**config.mk**
```make
export PLATFORM = sky130hd
export DESIGN_NAME = rr_grant_scheduler
export DESIGN_NICKNAME = d
export VERILOG_FILES = /design/src/rtl/rr_sched_pkg.sv /design/src/rtl/rr_grant_scheduler_arb.sv /design/src/rtl/rr_grant_scheduler.sv
export SDC_FILE = /design/constraint.sdc
export NUM_CORES = 1
export LEC_CHECK = 0
export CAP_MARGIN = 20
export CORE_ASPECT_RATIO = 0.5
export CORE_UTILIZATION = 35
export DETAILED_ROUTE_END_ITERATION = 10
export GPL_TIMING_DRIVEN = 0
export PLACE_DENSITY = 0.63
export SLEW_MARGIN = 20
export SYNTH_ARGS = -nofsm -noshare
export SYNTH_HDL_FRONTEND = slang
export SYNTH_SLANG_ARGS = --single-unit
export TNS_END_PERCENT = 100
```
**constraint.sdc**
```tcl
create_clock -name clk -period 4.4 [get_ports clk]
set_input_delay 0.88 -clock clk [delete_from_list [all_inputs] [get_ports clk]]
set_output_delay 0.88 -clock clk [all_outputs]
set_load 0.02 [all_outputs]
```
**src/rtl/rr_sched_pkg.sv**
```systemverilog
// rr_sched_pkg: shared FSM state type and one-hot encoder for the round-robin scheduler
package rr_sched_pkg;
  localparam int MAX_PORTS = 32;
  typedef enum logic {S_IDLE, S_GRANT} state_e;
  function automatic logic [4:0] oh2idx(input logic [MAX_PORTS-1:0] oh);
    logic [4:0] idx;
    idx = '0;
    for (int i = 0; i < MAX_PORTS; i++) idx |= oh[i] ? 5'(i) : 5'd0;
    return idx;
  endfunction
endpackage

```
**src/rtl/rr_grant_scheduler_arb.sv**
```systemverilog
// rr_grant_scheduler_arb: fixed-priority arbiter, lowest requesting index wins
module rr_grant_scheduler_arb #(
  parameter int NUM_PORTS = 17
) (
  input  logic [NUM_PORTS-1:0] req_i,
  output logic [NUM_PORTS-1:0] gnt_o
);
  assign gnt_o = req_i & (~req_i + NUM_PORTS'(1));
endmodule

```
**src/rtl/rr_grant_scheduler.sv**
```systemverilog
// rr_grant_scheduler: round-robin arbiter with registered one-hot grant and bounded hold time
module rr_grant_scheduler
  import rr_sched_pkg::*;
#(
  parameter int NUM_PORTS = 17,
  parameter int MAX_HOLD  = 8,
  localparam int ID_W     = $clog2(NUM_PORTS),
  localparam int HOLD_W   = $clog2(MAX_HOLD + 1)
) (
  input  logic                 clk,
  input  logic                 reset_n,
  input  logic [NUM_PORTS-1:0] req_i,
  output logic [NUM_PORTS-1:0] gnt_o,
  output logic                 gnt_valid_o,
  output logic [ID_W-1:0]      gnt_id_o,
  output logic [HOLD_W-1:0]    hold_cnt_o
);
  state_e                r_state, w_state_nx;
  logic [NUM_PORTS-1:0]  r_gnt, w_gnt_nx, w_cand, w_mask, w_gnt_m, w_gnt_u, w_sel;
  logic [ID_W-1:0]       r_ptr, w_ptr_nx, w_sel_id, w_ptr_inc;
  logic [HOLD_W-1:0]     r_hold, w_hold_nx;
  logic                  w_keep, w_new, w_hold_max;

  // The current owner is never a candidate, so a rotation cannot re-pick it.
  assign w_cand = req_i & ~r_gnt;
  always_comb begin
    w_mask = '0;
    for (int i = 0; i < NUM_PORTS; i++) w_mask[i] = i >= int'(r_ptr);
  end
  rr_grant_scheduler_arb #(.NUM_PORTS(NUM_PORTS)) u_arb_m (.req_i(w_cand & w_mask), .gnt_o(w_gnt_m));
  rr_grant_scheduler_arb #(.NUM_PORTS(NUM_PORTS)) u_arb_u (.req_i(w_cand), .gnt_o(w_gnt_u));
  assign w_sel     = |w_gnt_m ? w_gnt_m : w_gnt_u;
  assign w_sel_id  = ID_W'(oh2idx(MAX_PORTS'(w_sel)));
  assign w_ptr_inc = w_sel_id == ID_W'(NUM_PORTS - 1) ? '0 : w_sel_id + ID_W'(1);

  always_ff @(posedge clk or negedge reset_n) begin
    if (!reset_n) begin
      r_state <= S_IDLE;
      r_gnt   <= '0;
      r_ptr   <= '0;
      r_hold  <= '0;
    end else begin
      r_state <= w_state_nx;
      r_gnt   <= w_gnt_nx;
      r_ptr   <= w_ptr_nx;
      r_hold  <= w_hold_nx;
    end
  end

  always_comb begin
    w_hold_max = r_hold == HOLD_W'(MAX_HOLD - 1);
    w_keep     = r_state == S_GRANT && |(req_i & r_gnt) && (!w_hold_max || ~|w_cand);
    w_new      = !w_keep && |w_cand;
    w_state_nx = (w_keep || w_new) ? S_GRANT : S_IDLE;
    w_gnt_nx   = w_keep ? r_gnt : w_new ? w_sel : '0;
    w_hold_nx  = !w_keep ? '0 : w_hold_max ? r_hold : r_hold + HOLD_W'(1);
    w_ptr_nx   = w_new ? w_ptr_inc : r_ptr;
  end

  always_comb begin
    gnt_o       = r_gnt;
    gnt_valid_o = |r_gnt;
    gnt_id_o    = ID_W'(oh2idx(MAX_PORTS'(r_gnt)));
    hold_cnt_o  = r_hold;
  end
endmodule
```
Yosys cells after proc, flatten, opt, wreduce, memory -nomap -nowiden
Cells that the tools add are included.
{ "totals": {"in_bits": 19, "register_bits": 27} }
{ "op_classes": {"reduce_logical": 12, "magnitude_cmp": 17, "n_eq_ne": 3, "add_sub_neg": 4, "n_bitwise": 38, "n_mux": 38} }
{ "ops": {"columns": ["op", "n"], "rows": [
  ["17-bit AND", 5],
  ["4-bit 2-to-1 mux", 18],
  ["17-bit OR reduction", 4],
  ["17-bit inverter", 3],
  ["4-bit by 5-bit >= comparator with 1-bit output (first input constant)", 8],
  ["17-bit by 1-bit adder with 17-bit output (second input constant)", 2],
  ["17-bit 2-to-1 mux", 2],
  ["4-bit bitwise OR", 7],
  ["5-bit by 4-bit bitwise OR with 5-bit output", 5],
  ["5-bit bitwise OR", 5],
  ["3-bit 2-to-1 mux", 8],
  ["3-bit by 5-bit >= comparator with 1-bit output (first input constant)", 4],
  ["5-bit 2-to-1 mux", 3],
  ["1-bit by 5-bit >= comparator with 1-bit output (first input constant)", 2],
  ["2-bit by 5-bit >= comparator with 1-bit output (first input constant)", 2],
  ["5-bit by 3-bit bitwise OR with 5-bit output", 2],
  ["3-bit bitwise OR", 3],
  ["2-bit 2-to-1 mux", 4],
  ["2-bit by 3-bit bitwise OR with 3-bit output", 2],
  ["5-bit by 1-bit adder with 5-bit output (second input constant)", 1],
  ["5-bit equality test (second input constant)", 1],
  ["5-bit >= comparator (first input constant)", 1],
  ["4-bit by 5-bit bitwise OR with 5-bit output", 1],
  ["4-bit by 1-bit adder with 4-bit output (second input constant)", 1],
  ["other kinds (9)", 18]
]} }

Longest topological paths before layout
{ "logic_depth": {"depth_word": 26, "mapped_depth": 15, "depth_no_buf": 14} }

Cells and area by module
A second synthesis with hierarchy kept.
{ "hier_totals": {"cells_unflattened": 295, "hier_area_um2": 2499.9} }
{ "by_module_without_submodules": {"columns": ["module", "cells_per_inst", "area_per_inst_um2", "instances", "seq_area_each_um2"], "rows": [
  ["rr_grant_scheduler", 239, 2087.0, 1, 675.6],
  ["rr_grant_scheduler_arb", 28, 206.4, 2, 0.0]
]} }

Least setup slack after synthesis
Ideal clock, no wire load.
{ "synth_timing": {"path_kind": "input to register", "from": "in req_i[11]", "to": "reg r_ptr[4]", "setup_ns": 0.126, "t_required_ns": 4.274, "arrival_ns": 3.277, "path_stages": 14, "path_slack_ns": 0.997, "cell_sequence": "nor2b_1 -> nand2_1 -> a31o_2 -> nand2_1 -> nor3_2 -> a21oi_1 -> nand3_1 -> or3_1 -> inv_1 -> ha_1 -> inv_1 -> o21bai_4 -> nor2_2 -> a221o_1"} }
{ "synth_via": {"elab_chain_len": 25} }
{ "synth_lines": {"columns": ["element", "line", "source"], "rows": [
  ["start: declaration", "rr_grant_scheduler.sv:12", "input logic [NUM_PORTS-1:0] req_i,"],
  ["17-bit AND", "rr_grant_scheduler.sv:25", "assign w_cand = req_i & ~r_gnt;"],
  ["17-bit AND", "rr_grant_scheduler.sv:30", "rr_grant_scheduler_arb #(.NUM_PORTS(NUM_PORTS)) u_arb_m (.req_i(w_cand & w_mask), .gnt_o(w_gnt_m));"],
  ["17-bit inverter", "rr_grant_scheduler_arb.sv:8", "assign gnt_o = req_i & (~req_i + NUM_PORTS'(1));"],
  ["17-bit by 1-bit adder with 17-bit output", "rr_grant_scheduler_arb.sv:8", null],
  ["17-bit AND", "rr_grant_scheduler_arb.sv:8", null],
  ["17-bit OR reduction", "rr_grant_scheduler.sv:32", "assign w_sel = |w_gnt_m ? w_gnt_m : w_gnt_u;"],
  ["17-bit 2-to-1 mux", "rr_grant_scheduler.sv:32", null],
  ["1-bit 2-to-1 mux or 2-bit 2-to-1 mux (tied branches)", "rr_sched_pkg.sv:8", "for (int i = 0; i < MAX_PORTS; i++) idx |= oh[i] ? 5'(i) : 5'd0;"],
  ["1-bit by 2-bit bitwise OR with 2-bit output", "rr_sched_pkg.sv:8", null],
  ["2-bit bitwise OR", "rr_sched_pkg.sv:8", null],
  ["2-bit by 3-bit bitwise OR with 3-bit output", "rr_sched_pkg.sv:8", null],
  ["3-bit bitwise OR (3 in series)", "rr_sched_pkg.sv:8", null],
  ["3-bit by 4-bit bitwise OR with 4-bit output", "rr_sched_pkg.sv:8", null],
  ["4-bit bitwise OR (7 in series)", "rr_sched_pkg.sv:8", null],
  ["4-bit by 5-bit bitwise OR with 5-bit output", "rr_sched_pkg.sv:8", null],
  ["5-bit by 1-bit adder with 5-bit output or 5-bit equality test (tied branches)", "rr_grant_scheduler.sv:34", "assign w_ptr_inc = w_sel_id == ID_W'(NUM_PORTS - 1) ? '0 : w_sel_id + ID_W'(1);"],
  ["5-bit 2-to-1 mux", "rr_grant_scheduler.sv:34", null],
  ["end signal: assignment", "rr_grant_scheduler.sv:45", "r_ptr <= w_ptr_nx;"],
  ["end: declaration", "rr_grant_scheduler.sv:20", "logic [ID_W-1:0] r_ptr, w_ptr_nx, w_sel_id, w_ptr_inc;"]
]} }
Several ways; a longest one is shown, not always the timed one.
A chain may end at the register's enable or synchronous reset.

Worst setup path in the final report
{ "layout_timing": {"from": "in req_i[13]", "to": "reg r_ptr[3]"} }
The elaborated chain is that of the path after synthesis.

==> results.md <==
- Counting flops with an async set or reset pin after synthesis yields a share of 100%.
- After clock tree synthesis, the setup repair step added 0 buffers.
- Along the worst path, the maximum fanout reaches 6.
- The number of pins exceeding their max-slew limit in the final report is 0.
- The net count of the finished layout is between 300 and 400.
- The die outline area is between 7000 and 8000 µm².
- The pin count of the biggest net entering global routing is 28.
- The final setup skew is between 0.005 and 0.006 ns.
- STA puts the critical path data arrival time at between 4 and 5 ns.
- The delay of the slowest critical-path stage is roughly 0.47 ns.
- Clock tree synthesis found a total of 27 sinks.
- The post-synthesis compound-gate area fraction is between 20% and 30%.
- Of the total synthesized cell area, the portion taken by full adders, half adders and majority gates is between 1.5 and 2%.
- The clock latency on the worst-skew pair is approximately 0.27 ns.
- The core footprint is between 6000 and 7000 µm².
- Cells with a size suffix above 1 make up between 10 and 15% of the layout.
- The most used cell along the critical path is inv_1.
- The category of the worst setup path launch point is a primary input.
- Measured on the finished design, the core utilization comes to roughly 48%.
- After synthesis, the largest family of logic cells by area is simple AND/OR/NAND/NOR gates.
- In this run, post-CTS hold repair placed 0 buffers.
- In the post-synthesis netlist, the cell with the most instances is nand2_1.
- The y dimension of the die is roughly 60 µm.
- The per-instance average area after synthesis is roughly 8 µm².
- TritonCTS created 3 clock buffers.
- The biggest area contributor in the post-synthesis netlist is dfrtp_1.
- The most used flip-flop cell after synthesis is dfrtp_1.
- The required time at the worst-slack endpoint is roughly 4.6 ns.
- The share of the cycle needed by the critical path after routing is a little over nine tenths.
- The total congestion overflow after global routing is 0.
- Counting both buffers and inverters, the worst setup path holds a total of 3.
- The worst voltage drop across the vdd grid is around 0.32 mV.
- STA classifies the critical path endpoint as a flop.
- The synthesized netlist devotes 38.5% of its cell area to simple gates.
- The total wire length is just over 8000 µm.
- The H-tree level count is 1.
- The clock passes through at most 2 buffers.
- The run finished with clean final reports.
- The gate count after technology mapping is 294.
- Once detail routing completed, the nets flagged for antenna violations numbered 0.
- The highest-delay cell along the critical path is clkdlybuf4s50_1.
- TritonCTS built the clock tree.
- The synthesized netlist contains 66 unique library cells.
- The number of vias per cell is approximately 6.0.
- Setup repair after global routing left no endpoint under its margin.
- Summing the sequential cell areas from Yosys gives 28.6% of the chip area.
- The detailed-placement wirelength estimate is between 6000 and 7000 µm.
- The routed length per placed instance is slightly below 20 µm.
- The weighted congestion at the end of routability-driven global placement is between 0.9 and 1.
- The clock transition at the registers of the reported paths is ~0.08 ns.
- The die is about 120 µm wide.
- Based on the critical path, the design can be clocked at up to around 240 MHz.
- The initialized floorplan defines 20 standard-cell rows.
- Power comes to roughly 2300 µW.
- The via count of the first global-routing pass is approximately 2300.
- 0 antenna diodes ended up in the layout.
- For this configuration, the core starts out at a cell density of 37.6%.
- After synthesis, the cell types taking the most area are dfrtp_1 29%, nand2_1 7.2%, nor2_1 4.9%.
- Among cell families on the critical path, the largest total delay comes from compound AO/OA/AOI/OAI gates.
- The number of nets handed over by synthesis was between 300 and 400.
- The pin slew with the least headroom to its limit is ~0.91 ns.
- The number of endpoints with negative hold slack in the final report was 0.
- Power spread over the standard cell area amounts to approximately 780 nW/µm².
- The DRC violation count after routing is 0.
- The worst path in the final design needs a cycle of 4.18 ns, including I/O delays and setup.
- Yosys printed 0 warnings.
- The worst pin sits at a relative slew slack of just under 40%.
- Of the total synthesized cell area, the portion taken by XOR and XNOR cells is 0.371%.
- The number of synthesized flops with an enable pin is 0.
- The number of max-cap violations is 0.
- The number of gates given a new drive strength after cts is 0.
- For this design the top-level I/O count stands at 46.
- Ranked by instance count, the synthesized netlist is headed by 45 x nand2_1, 31 x nor2_1, 27 x dfrtp_1, 16 x a21oi_1.
- After filler insertion, the fill cell instance count of the layout stands at between 600 and 700.
- Setup slack closes at around 0.22 ns.
- The global-route wire length before repair is roughly 13000 µm.
- The global-route usage over all layers is between 20% and 30%.
- The share of synthesized area spent on multiplexers is 0.900%.
- Across all hold checks on the routed design, the worst slack comes to 0.573 ns.
- Detailed routing inserted a total of about 2600 vias.
- The number of buffers added on ports is 45.
- The synthesized design contains 27 register bits.
- After synthesis the cells add up to ~2400 µm².
- The worst setup path is of the in -> reg kind.
- Compared with the post-synthesis result, the final layout area differs by 27.4%.
- The setup-violating endpoint count in the final report is 0.
- The CTS root buffer is clkbuf_16.
- The number of antenna violations at the first check in global routing is 0.
- The first detailed-routing pass ran for 5 iterations.
- The type of the most critical hold path is reg -> reg.
- At the placement stage, the worst setup path has a slack of -0.0883 ns.
- Summed over all cells, the static leakage comes to about 0.0012 µW.
- The area share of the largest cell type after synthesis is 28.6%.
- Traced cell by cell, the critical path runs through clkdlybuf4s50_1 > nor2b_1 > a22oi_1 > a31o_2 > nand2_1 > nor3_2 > a31oi_1 > nor3b_1 > nand4_1 > inv_1 > ha_1 > inv_1 > o21bai_4 > nor3_1 > a211o_1.
- The number of DRC markers after the initial detailed-route iteration is 250.
==> flip-flops by register name, indices dropped and copies added, names as in the netlist <==
register and count:
r_state 1, r_ptr 5, gnt_o 17, hold_cnt_o 4
==> worst register-to-register path: stages (launching register included) <==
cell and delay, ns:
dfrtp_1 0.45, buf_2 0.23, o211ai_1 0.25, nand2_1 0.15, a31o_2 0.29, nand2_1 0.23, nor3_2 0.13, a31oi_1 0.42
nor3b_1 0.30, nand4_1 0.21, inv_1 0.10, ha_1 0.16, inv_1 0.07, o21bai_4 0.19, nor3_1 0.07, a211o_1 0.27
==> placed cells by master, fill, tap and decap left out, types with 4 or more instances in the layout <==
cell and n:
nor2b_2 5, a22oi_1 7, o21ai_0 12, nor4_1 10, buf_2 6, nor3_1 12, nand4_1 8, o21a_1 6
nor2_1 31, nand3_1 11, a31oi_1 5, nor2b_1 7, inv_1 4, nand2_1 45, dfrtp_1 27, nor3b_1 4
a21oi_1 16, clkdlybuf4s50_1 44, nand2b_1 6
==> logic make-up (layout without fill, tap and decap cells) <==
kind of cell,Yosys count,after routing
AND/OR/NAND/NOR,163,163
AO/OA/AOI/OAI,83,83
flip-flops,27,27
buffers and inverters,15,64
adder cells (fa/ha/maj),3,3
multiplexers,2,2
XOR/XNOR,1,1
==> power by group <==
part | total, µW | internal, µW | switching [µW]
clock | 224 | 124 | 100
sequential | 532 | 354 | 177
combinational | 1580 | 649 | 931
==> path summary, 6_finish.rpt <==
kind | from | to | slack, ns | cells after the start
max in group asynchronous | reset_n | r_state$_DFF_PN0_ | 3.33 | 1
hold / removal | gnt_o[8]$_DFFE_PN0N_ | gnt_o[8]$_DFFE_PN0N_ | 0.57 | 2
setup reg to reg | r_ptr[0]$_DFFE_PN0P_ | r_ptr[3]$_DFFE_PN0P_ | 0.78 | 15
hold reg to reg | gnt_o[8]$_DFFE_PN0N_ | gnt_o[8]$_DFFE_PN0N_ | 0.57 | 2
setup / recovery | req_i[13] | r_ptr[3]$_DFFE_PN0P_ | 0.22 | 15
min in group asynchronous | reset_n | gnt_o[1]$_DFFE_PN0N_ | 0.64 | 1
==> metal layers <==
metal  vias to the layer above  routed length, µm  GRT usage (%)
li1                       1202                  -              -
met5                         -                  0              0
met3                        10                864           4.87
met1                      1230               4090           36.2
met2                       137               3280           35.5
met4                         0                 75           3.66
==> cell type report <==
type	count	area (µm²)	area share (%)
buffer	11	81.3	2.70
clock buffer	3	75.1	2.49
clock inverter	1	7.51	0.249
inverter	4	15.0	0.499
multi-input combinational	252	1600	53.2
sequential	27	676	22.4
tap	88	110	3.66
timing repair buffer	45	445	14.8
==> stage by stage <==
stage / setup TNS (ns) / cells / cell area [µm²]
2_1_floorplan: 0 / 294 / 2360
3_3_place_gp: -0.337 / 427 / 2920
3_5_place_dp: -0.189 / 427 / 2920
4_1_cts: 0 / 431 / 3000
5_1_grt: 0 / 431 / 3010
6_report: 0 / 431 / 3010
No activity file was read; power rests on OpenSTA's default activity.
